==> src/rtl/arith_pkg.sv <==
// Shared definitions for the serial arithmetic blocks: default operand width
// and the controller state encoding.
package arith_pkg;

  localparam int unsigned N_DEFAULT = 4;

  typedef enum logic [1:0] {
    IDLE = 2'd0,
    RUN  = 2'd1,
    DONE = 2'd2
  } state_t;

endpackage

==> src/rtl/serial_subtractor_if.sv <==
// Request/result bundle for serial_subtractor. The master issues operands and
// start; the slave (the subtractor) reports busy/done and the result.
interface serial_subtractor_if
  import arith_pkg::*;
#(
  parameter int unsigned N = N_DEFAULT
);

  logic         start;
  logic [N-1:0] a;
  logic [N-1:0] b;
  logic         bin;
  logic         busy;
  logic         done;
  logic [N-1:0] diff;
  logic         bout;

  modport master (
    output start, a, b, bin,
    input  busy, done, diff, bout
  );

  modport slave (
    input  start, a, b, bin,
    output busy, done, diff, bout
  );

endinterface

==> src/rtl/full_subtractor.sv <==
// One-bit full subtractor: d = x - y - bin, bout set when x < y + bin.
module full_subtractor (
  input  logic x,
  input  logic y,
  input  logic bin,
  output logic d,
  output logic bout
);

  assign d    = x ^ y ^ bin;
  assign bout = (~x & y) | (~(x ^ y) & bin);

endmodule

==> src/rtl/serial_subtractor.sv <==
// Bit-serial subtractor: computes a - b - bin one bit per clock, LSB first.
// Operands are captured on the accepting edge; the result registers only
// update on the final bit, so diff/bout stay stable while a run is active.
module serial_subtractor
  import arith_pkg::*;
#(
  parameter int unsigned N = N_DEFAULT
) (
  input logic                clk,
  input logic                resetn,
  serial_subtractor_if.slave bus
);

  localparam int unsigned    CW   = $clog2(N) + 1;
  localparam logic [CW-1:0]  LAST = CW'(N - 1);

  state_t        state;
  state_t        state_next;
  logic [N-1:0]  sh_a;
  logic [N-1:0]  sh_b;
  logic [N-1:0]  sh_res;
  logic [N-1:0]  diff_q;
  logic          br;
  logic          bout_q;
  logic [CW-1:0] cnt;
  logic          d_bit;
  logic          br_bit;

  full_subtractor u_fs (
    .x    (sh_a[0]),
    .y    (sh_b[0]),
    .bin  (br),
    .d    (d_bit),
    .bout (br_bit)
  );

  // State register.
  always_ff @(posedge clk or negedge resetn) begin
    if (!resetn) state <= IDLE;
    else         state <= state_next;
  end

  // Next-state: accept in IDLE, run N bits, one cycle in DONE.
  always_comb begin
    state_next = state;
    case (state)
      IDLE:    if (bus.start) state_next = RUN;
      RUN:     if (cnt == LAST) state_next = DONE;
      DONE:    state_next = IDLE;
      default: state_next = IDLE;
    endcase
  end

  // Datapath: operand capture, per-bit shifting, and result commit on the last bit.
  always_ff @(posedge clk or negedge resetn) begin
    if (!resetn) begin
      sh_a   <= '0;
      sh_b   <= '0;
      sh_res <= '0;
      br     <= 1'b0;
      cnt    <= '0;
      diff_q <= '0;
      bout_q <= 1'b0;
    end else begin
      case (state)
        IDLE: begin
          if (bus.start) begin
            sh_a   <= bus.a;
            sh_b   <= bus.b;
            br     <= bus.bin;
            sh_res <= '0;
            cnt    <= '0;
          end
        end
        RUN: begin
          sh_a   <= sh_a >> 1;
          sh_b   <= sh_b >> 1;
          br     <= br_bit;
          sh_res <= {d_bit, sh_res[N-1:1]};
          cnt    <= cnt + 1'b1;
          // Final bit: commit the fully shifted result straight to the outputs.
          if (cnt == LAST) begin
            diff_q <= {d_bit, sh_res[N-1:1]};
            bout_q <= br_bit;
          end
        end
        default: ;
      endcase
    end
  end

  assign bus.busy = (state == RUN);
  assign bus.done = (state == DONE);
  assign bus.diff = diff_q;
  assign bus.bout = bout_q;

endmodule

==> src/flat_wrapper.sv <==
// flat-port wrapper written by rule: the top's interface ports become plain ports
module serial_subtractor_flat import arith_pkg::*;
#(
  parameter int unsigned N = N_DEFAULT
)
  (clk, resetn, bus_start, bus_a, bus_b, bus_bin, bus_busy, bus_done, bus_diff, bus_bout);
  serial_subtractor_if #(.N(N)) bus_i ();
  input logic clk;
  input logic resetn;
  input wire logic [$bits(bus_i.start)-1:0] bus_start;
  input wire logic [$bits(bus_i.a)-1:0] bus_a;
  input wire logic [$bits(bus_i.b)-1:0] bus_b;
  input wire logic [$bits(bus_i.bin)-1:0] bus_bin;
  output wire logic [$bits(bus_i.busy)-1:0] bus_busy;
  output wire logic [$bits(bus_i.done)-1:0] bus_done;
  output wire logic [$bits(bus_i.diff)-1:0] bus_diff;
  output wire logic [$bits(bus_i.bout)-1:0] bus_bout;
  assign bus_i.start = bus_start;
  assign bus_i.a = bus_a;
  assign bus_i.b = bus_b;
  assign bus_i.bin = bus_bin;
  assign bus_busy = bus_i.busy;
  assign bus_done = bus_i.done;
  assign bus_diff = bus_i.diff;
  assign bus_bout = bus_i.bout;
  serial_subtractor #(.N(N)) u_core (.clk(clk), .resetn(resetn), .bus(bus_i));
endmodule
==> config.mk <==
export PLATFORM = sky130hd
export DESIGN_NAME = serial_subtractor_flat
export DESIGN_NICKNAME = d
export VERILOG_FILES = /design/src/rtl/arith_pkg.sv /design/src/rtl/serial_subtractor_if.sv /design/src/rtl/full_subtractor.sv /design/src/rtl/serial_subtractor.sv /design/src/flat_wrapper.sv
export SDC_FILE = /design/constraint.sdc
export NUM_CORES = 1
export LEC_CHECK = 0
export CAP_MARGIN = 20
export CORE_UTILIZATION = 45
export DETAILED_ROUTE_END_ITERATION = 12
export PLACE_DENSITY = 0.71
export SLEW_MARGIN = 10
export SYNTH_ARGS = -nofsm -noshare
export SYNTH_HDL_FRONTEND = slang
export SYNTH_SLANG_ARGS = --single-unit
==> constraint.sdc <==
create_clock -name clk -period 2.8 [get_ports clk]
set_input_delay 0.84 -clock clk [delete_from_list [all_inputs] [get_ports clk]]
set_output_delay 0.84 -clock clk [all_outputs]
set_load 0.005 [all_outputs]
==> results of run 1 <==
-- metal layers --
metal | global-route usage (%) | wire length [um] | up-vias
met5 | 0 | 0 | -
met4 | 11.3 | 39 | 0
met3 | 2.80 | 75 | 4
met2 | 27.4 | 883 | 16
met1 | 26.9 | 986 | 352
li1 | - | - | 348
-- area by class of cell --
class	count	share of cell area [%]
repair buffers	20	15.8
clock buffers	4	2.94
well taps	27	2.74
inverters	8	2.43
multi-input cells	51	31.5
flip-flops and latches	22	44.6
-- worst reg2reg max path: stages (launching register included) --
cell and delay [ns]:
dfrtp_1 0.42, ha_1 0.21, ha_1 0.22, nand3b_4 0.14
mux2_2 0.35
-- cells in the mapped netlist (all sizes together) --
cell    instances  area [um^2]
a21oi           6         33.8
a221oi          2         17.5
a22o            4         35.0
and2b           1         8.76
buf             3         26.3
clkbuf          1         7.51
dfrtp          22          551
fa              1         20.0
ha              2         25.0
inv             8         30.0
mux2            4         45.0
nand2           5         18.8
nand2b          2         12.5
nand3b          1         20.0
nor2            2         7.51
o21ai           8         43.8
o21bai          1         11.3
o22ai           8         50.1
o32ai           2         17.5
or2             1         6.26
or4b            1         13.8
-- worst paths after layout --
check | startpoint | end | slack (ns)
setup reg to reg | u_core.cnt[0]$_DFFE_PN0P_ | u_core.bus.diff[3]$_DFFE_PN0P_ | 1.35
hold / removal | u_core.bus.bout$_DFFE_PN0P_ | u_core.bus.bout$_DFFE_PN0P_ | 0.49
min in group asynchronous | resetn | u_core.sh_a[1]$_DFFE_PN0P_ | 0.86
max in group asynchronous | resetn | u_core.sh_res[2]$_DFFE_PN0P_ | 1.72
hold reg to reg | u_core.bus.bout$_DFFE_PN0P_ | u_core.bus.bout$_DFFE_PN0P_ | 0.49
setup / recovery | u_core.state[1]$_DFFE_PN0P_ | bus_busy | 0.17
-- state kept, by name, indices dropped and copies added (netlist names) --
| register | cells |
|---|---|
| u_core.state | 2 |
| u_core.sh_b | 4 |
| u_core.bus.bout | 1 |
| u_core.cnt | 3 |
| u_core.bus.diff | 4 |
| u_core.sh_res | 3 |
| u_core.br | 1 |
| u_core.sh_a | 4 |
-- timing repair --
action / 4_1_cts / 5_1_grt
hold endpoints to repair: 0 / 0
endpoints found under the setup margin: 0 / 1
gates resized for setup: 0 / 2
-- power by group through the flow --
stage               clock, mW  sequential [mW]  combinational, mW
floorplan                   0            0.544              0.414
global placement            0            0.563              0.573
detailed placement          0            0.571              0.587
CTS                     0.181            0.564              0.593
global route            0.192            0.587              0.661
finish                  0.175            0.564              0.594
-- stage by stage --
step | hold slack (ns) | util (%) | setup slack, ns | power [mW]
after floorplan | 0.450 | - | 1.15 | 0.958
after global placement | 0.464 | 59.2 | 0.461 | 1.14
after detailed placement | 0.474 | 59.2 | 0.395 | 1.16
after CTS | 0.501 | 61.0 | 0.0434 | 1.34
after global routing | 0.517 | 61.1 | 0.0656 | 1.44
final | 0.494 | 61.1 | 0.169 | 1.33
-- cell families (layout without fill, tap and decap cells) --
logic type / after synthesis / in the layout / share of synthesized area, %
AOI/OAI and AO/OA: 31 / 31 / 20.9
DFF: 22 / 22 / 55.0
buffers and inverters: 12 / 32 / 6.37
muxes: 4 / 4 / 4.50
and+or+nand+nor: 13 / 13 / 8.75
adders and majority gates: 3 / 3 / 4.50
==> impl_results.md, run 1 <==
* Status: finished clean
* Die height at 49.2 um
* Worst EP required at 1.96 ns
* CTS Buf Count at 3
* Sw Ratio at a little over a third
* Chip width at 49.2 um
* CP top delay family: buffers and inverters
* Seq/Total Area, Yosys at 55.0%
* Worst slew pin tran at 0.386 ns
* Max clock buf depth at 2
* Critical path class: reg2out
* Design Area, Final at 0.00123 mm^2
* Placed insts at between 100 and 150
* Initial Util at 49.5%
* R2R cell count at 4
* Antenna diode count at 0
* Root buf cell: clkbuf_4
* Fin crit share at a little over nine tenths
* P_sw at approximately 480 uW
* CTS tree: built
* Avg Synthesized Cell Area at 11.8 um^2
* WP depth at 3
* Worst path cell trace: nand2b_2, inv_2, clkdlybuf4s50_1
* Fin. max-slew vios at 0
* Logic pwr share at 44.5%
* Layout fillers at 169
* Die area at 0.00242 mm^2
* Vias in the first global route at 734
* Slew Limit Headroom at 74.3%
* WL final at between 1500 and 2000 um
* GRT overflow at 0
* Final GP Congestion at 0.732
* Final net count at 121
* Initial antenna violation count at 0
* Slowest CP cell: clkdlybuf4s50_1
* IO Pins at 19
* Worst Path Arrival at 1.79 ns
* Dpl hpwl at 1390 um
* Worst setup SP type: flop
* Flip-flop and latch area at 551 um^2
* Clk pwr share at 13.1%
* Buffers and inverters on the worst path at 2
* First-pass GRT wire length at approximately 3400 um
* Max Cap Violations at 0
* Largest net degree at the start of global routing at 23
* Fraction of layout cells with a size suffix above 1 at approximately 18%
* CP endpoint kind: primary output
* Post-synthesis cell count at between 80 and 90
* Final period demand of the worst path at approximately 2.6 ns
* Fmax at 0.380 GHz
* Starting DRC count in detailed routing at 14
* Post-Layout Cell Count at 132
* Vias per inst at 5.45
* Core Rows at 16
* IO buf count at 18
* #FFs+latches synth at 22
* Synth Warn # at 0
* Leak at ~0.55 nW
* Fin Setup TNS at 0 ns
* Worst IR Drop VDD at 0.558 mV
* Area of the multi-input gates at 389 um^2
* Hold-fix buffers, CTS at 0
* Final Setup Violations at 0
* Mapped Nets at 100
* Postcts setup bufs at 0
* Global Route Usage Sum at a little under a fifth
* Drt first pass iters at 4
* Post-DRT Antenna Nets at 0
* Worst-path clk slew at 0.12 ns
* RSZ-0062 raised after global routing: false
* Area after DPL at approximately 0.0012 mm^2
* Worst min-delay path category: reg2reg
* Number of library cell types mapped by synthesis at 24
* Final clock skew at between 0.002 and 0.0025 ns
* Core area at between 0.002 and 0.0025 mm^2
* PD cells at 1080 mW/mm^2
* WL per Instance at 15.0 um
* Worst-path fanout max at 11
* WHS Path Cells at 2
* Slowest Stage Delay on Critical Path at 0.51 ns
* Clock sinks at 22
* DR vias at 720
* Sequential Power Share at 42.3%
* Commonest non-fill, non-tap cell in the layout: dfrtp_1
* H-Tree Depth at 1
* Worst-Skew Late Latency at 0.31 ns
* Most frequent cells in the layout: dfrtp_1 (22), clkdlybuf4s50_1 (18), o22ai_1 (8)
* Cell-internal power at 857 uW
* # DRC at 0
* Mapped Area at around 0.001 mm^2
* Area grow syn2layout at 23.4%
* Fin. Hold Viols at 0
Note: power is estimated with default switching activity, not from simulation.
==> run 2, diff against run 1 <==
--- a/config.mk
+++ b/config.mk
@@ -12,4 +12,5 @@
 export SLEW_MARGIN = 10
 export SYNTH_ARGS = -nofsm -noshare
 export SYNTH_HDL_FRONTEND = slang
+export SYNTH_HIERARCHICAL = 1
 export SYNTH_SLANG_ARGS = --single-unit
==> impl_results.md, run 2 <==
* Status: finished clean
* Leading cell type by number of instances after synthesis: dfrtp_1
* Area after DPL at 0.00120 mm^2
* Total power at around 1.3 mW
* WHS Path Cells at 1
* First-pass GRT wire length at 3060 um
* Largest net degree at the start of global routing at 23
* H-Tree Depth at 1
* PD cells at 1080 mW/mm^2
* Postcts setup bufs at 0
* P_sw at about 450 uW
* Starting DRC count in detailed routing at 7
* Hold wc startpoint: u_core/cnt[0]$_DFFE_PN0P_
* Top Layer Used: met3
* Post-synthesis cell count at 78
* Die area at about 0.0024 mm^2
* Top-area cell type share of the netlist area at a little under three fifths
* Area of the multi-input gates at 390 um^2
* Commonest non-fill, non-tap cell in the layout: dfrtp_1
* Post-Layout Cell Count at 127
* Critical path class: reg2out
* Hold worst-path end: u_core/cnt[0]$_DFFE_PN0P_
* Drt first pass iters at 3
* Final GP Congestion at 0.823
* CP endpoint kind: primary output
* IO buf count at 18
* Max clock buf depth at 2
* Slowest CP cell: clkdlybuf4s50_1
* Worst r2r src: u_core/cnt[0]$_DFFE_PN0P_
* Placed insts at 123
* Fin. Hold Viols at 0
* RSZ-0062 raised after global routing: false
* DR WL met3 at ~76 um
* Worst-path fanout max at 9
* Worst min-delay path category: reg2reg
* Core Rows at 16
* R2R cell count at 4
* Worst slew pin tran at around 0.5 ns
* Worst-Skew Late Latency at 0.30 ns
* Die height at 48.7 um
* Clock sinks at 22
* Buffers and inverters on the worst path at 2
* Area leader, netlist: dfrtp_1
* Worst EP required at approximately 2 ns
* Root buf cell: clkbuf_4
* Fmax at 0.408 GHz
* WL met1 at ~850 um
* Worst path cell trace: inv_1, nor2_1, clkdlybuf4s50_1
* CTS Buf Count at 3
* Global Route Usage Sum at between 15 and 20%
* Fin. max-slew vios at 0
* CP top delay family: buffers and inverters
* WL final at 1720 um
* Ranking of synthesized cells by area: dfrtp_1 (56%), mux2_4 (7.7%), o22ai_1 (6.4%)
* Layout fillers at 159
* Sw Ratio at between 30 and 40%
* Worst-path clk slew at 0.12 ns
* IO Pins at 19
* Fin Setup TNS at 0 ns
* Fin worst setup slack at 0.347 ns
* Mapped Area at approximately 980 um^2
* Synth Warn # at 6
* Number of library cell types mapped by synthesis at 24
* Avg Synthesized Cell Area at 12.6 um^2
* Sequential Power Share at 42.9%
* Clk pwr share at 12.6%
* Slew Limit Headroom at between 60% and 70%
* #FFs+latches synth at 22
* Initial Util at between 40% and 50%
* Hold-fix buffers, CTS at 0
* EDFF count, synth at 0
* Logic pwr share at between 40 and 50%
* # DRC at 0
* Final period demand of the worst path at around 2.5 ns
* CTS tree: built
* Worst setup SP type: flop
* Synth cell count leaders: dfrtp_1 (22), o22ai_1 (10), inv_1 (7)
* Vias in the first global route at 706
* Max Cap Violations at 0
* Met2 wire length at 792 um
* Core area at 0.00200 mm^2
* Final Setup Violations at 0
* Ys flop type: dfrtp_1
* Antenna diode count at 0
* DR vias at 671
* Chip width at 48.7 um
* Fin crit share at 87.6%
* Worst IR Drop VDD at 0.630 mV
* Design Area, Final at 0.00123 mm^2
* GRT overflow at 0
* Synth async-reset ratio at 100%
* Slowest Stage Delay on Critical Path at between 0.5 and 0.6 ns
* Post-place setup slack at 0.603 ns
* Cell-internal power at between 800 and 900 uW
* Fraction of layout cells with a size suffix above 1 at 15.0%
* Worst r2r dst: u_core/bus.diff[3]$_DFFE_PN0P_
* Reg2Reg Setup Slack at between 1 and 1.5 ns
* Dpl hpwl at about 1300 um
* Post-DRT Antenna Nets at 0
* Initial antenna violation count at 0
* WL per Instance at 13.6 um
* Final net count at 116
* Flip-flop and latch area at about 550 um^2
* Area grow syn2layout at 25.8%
* Final clock skew at 0.00862 ns
* Post-CTS Resized at 0
* Leak at 0.570 nW
* Worst Path Arrival at 1.61 ns
* Vias per inst at 5.28
* Seq/Total Area, Yosys at 56.1%
* Final design utilization at 61.6%
* Mapped Nets at 93
* WHS at 0.512 ns
* Most frequent cells in the layout: dfrtp_1 (22), clkdlybuf4s50_1 (18), o22ai_1 (10)
-- run 2: cell types whose count changed in the layout (fill, tap and decap cells not counted), moves of 3 or more --
cell,previous run,this run
a2bb2oi_1,0,3
mux2_2,4,0
mux2_4,0,5
nand2_1,5,2
o21ai_0,7,3
-- run 2: routing by layer --
| layer | GRT usage [%] | up-vias |
|---|---|---|
| met4 | 2.94 | 0 |
| met5 | 0 | - |
| met1 | 22.2 | 323 |
| li1 | - | 335 |
| met3 | 7.23 | 0 |
| met2 | 26.4 | 13 |
-- run 2: cell families after synthesis --
family,after synthesis,synth area share (%)
and+or+nand+nor,12,8.42
adders and majority gates,3,4.59
muxes,5,7.65
buffers and inverters,9,4.08
AOI/OAI and AO/OA,27,19.1
DFF,22,56.1
-- run 2: power by group through the flow --
stage	clock network (mW)	registers, mW	logic [mW]
after floorplan	0	0.553	0.419
after global routing	0.188	0.592	0.666
after CTS	0.176	0.571	0.601
after detailed placement	0	0.577	0.599
after global placement	0	0.574	0.588
final	0.168	0.571	0.593
-- run 2: worst max-delay path by stage --
stage	from	endpoint	slack, ns	cells after the start
global route	u_core/state[1]$_DFFE_PN0P_	bus_done	0.24	3
floorplan	u_core/state[1]$_DFFE_PN0P_	bus_busy	1.22	3
detailed placement	bus_start	u_core/sh_a[2]$_DFFE_PN0P_	0.60	3
global placement	bus_start	u_core/sh_a[2]$_DFFE_PN0P_	0.64	3
finish	u_core/state[1]$_DFFE_PN0P_	bus_done	0.35	3
CTS	u_core/state[1]$_DFFE_PN0P_	bus_busy	0.34	3
-- run 2: area by class of cell --
class | instances | share of cell area [%]
well taps | 27 | 2.74
clock buffers | 4 | 2.94
flip-flops and latches | 22 | 44.6
multi-input cells | 47 | 31.6
inverters | 8 | 2.84
repair buffers | 19 | 15.2
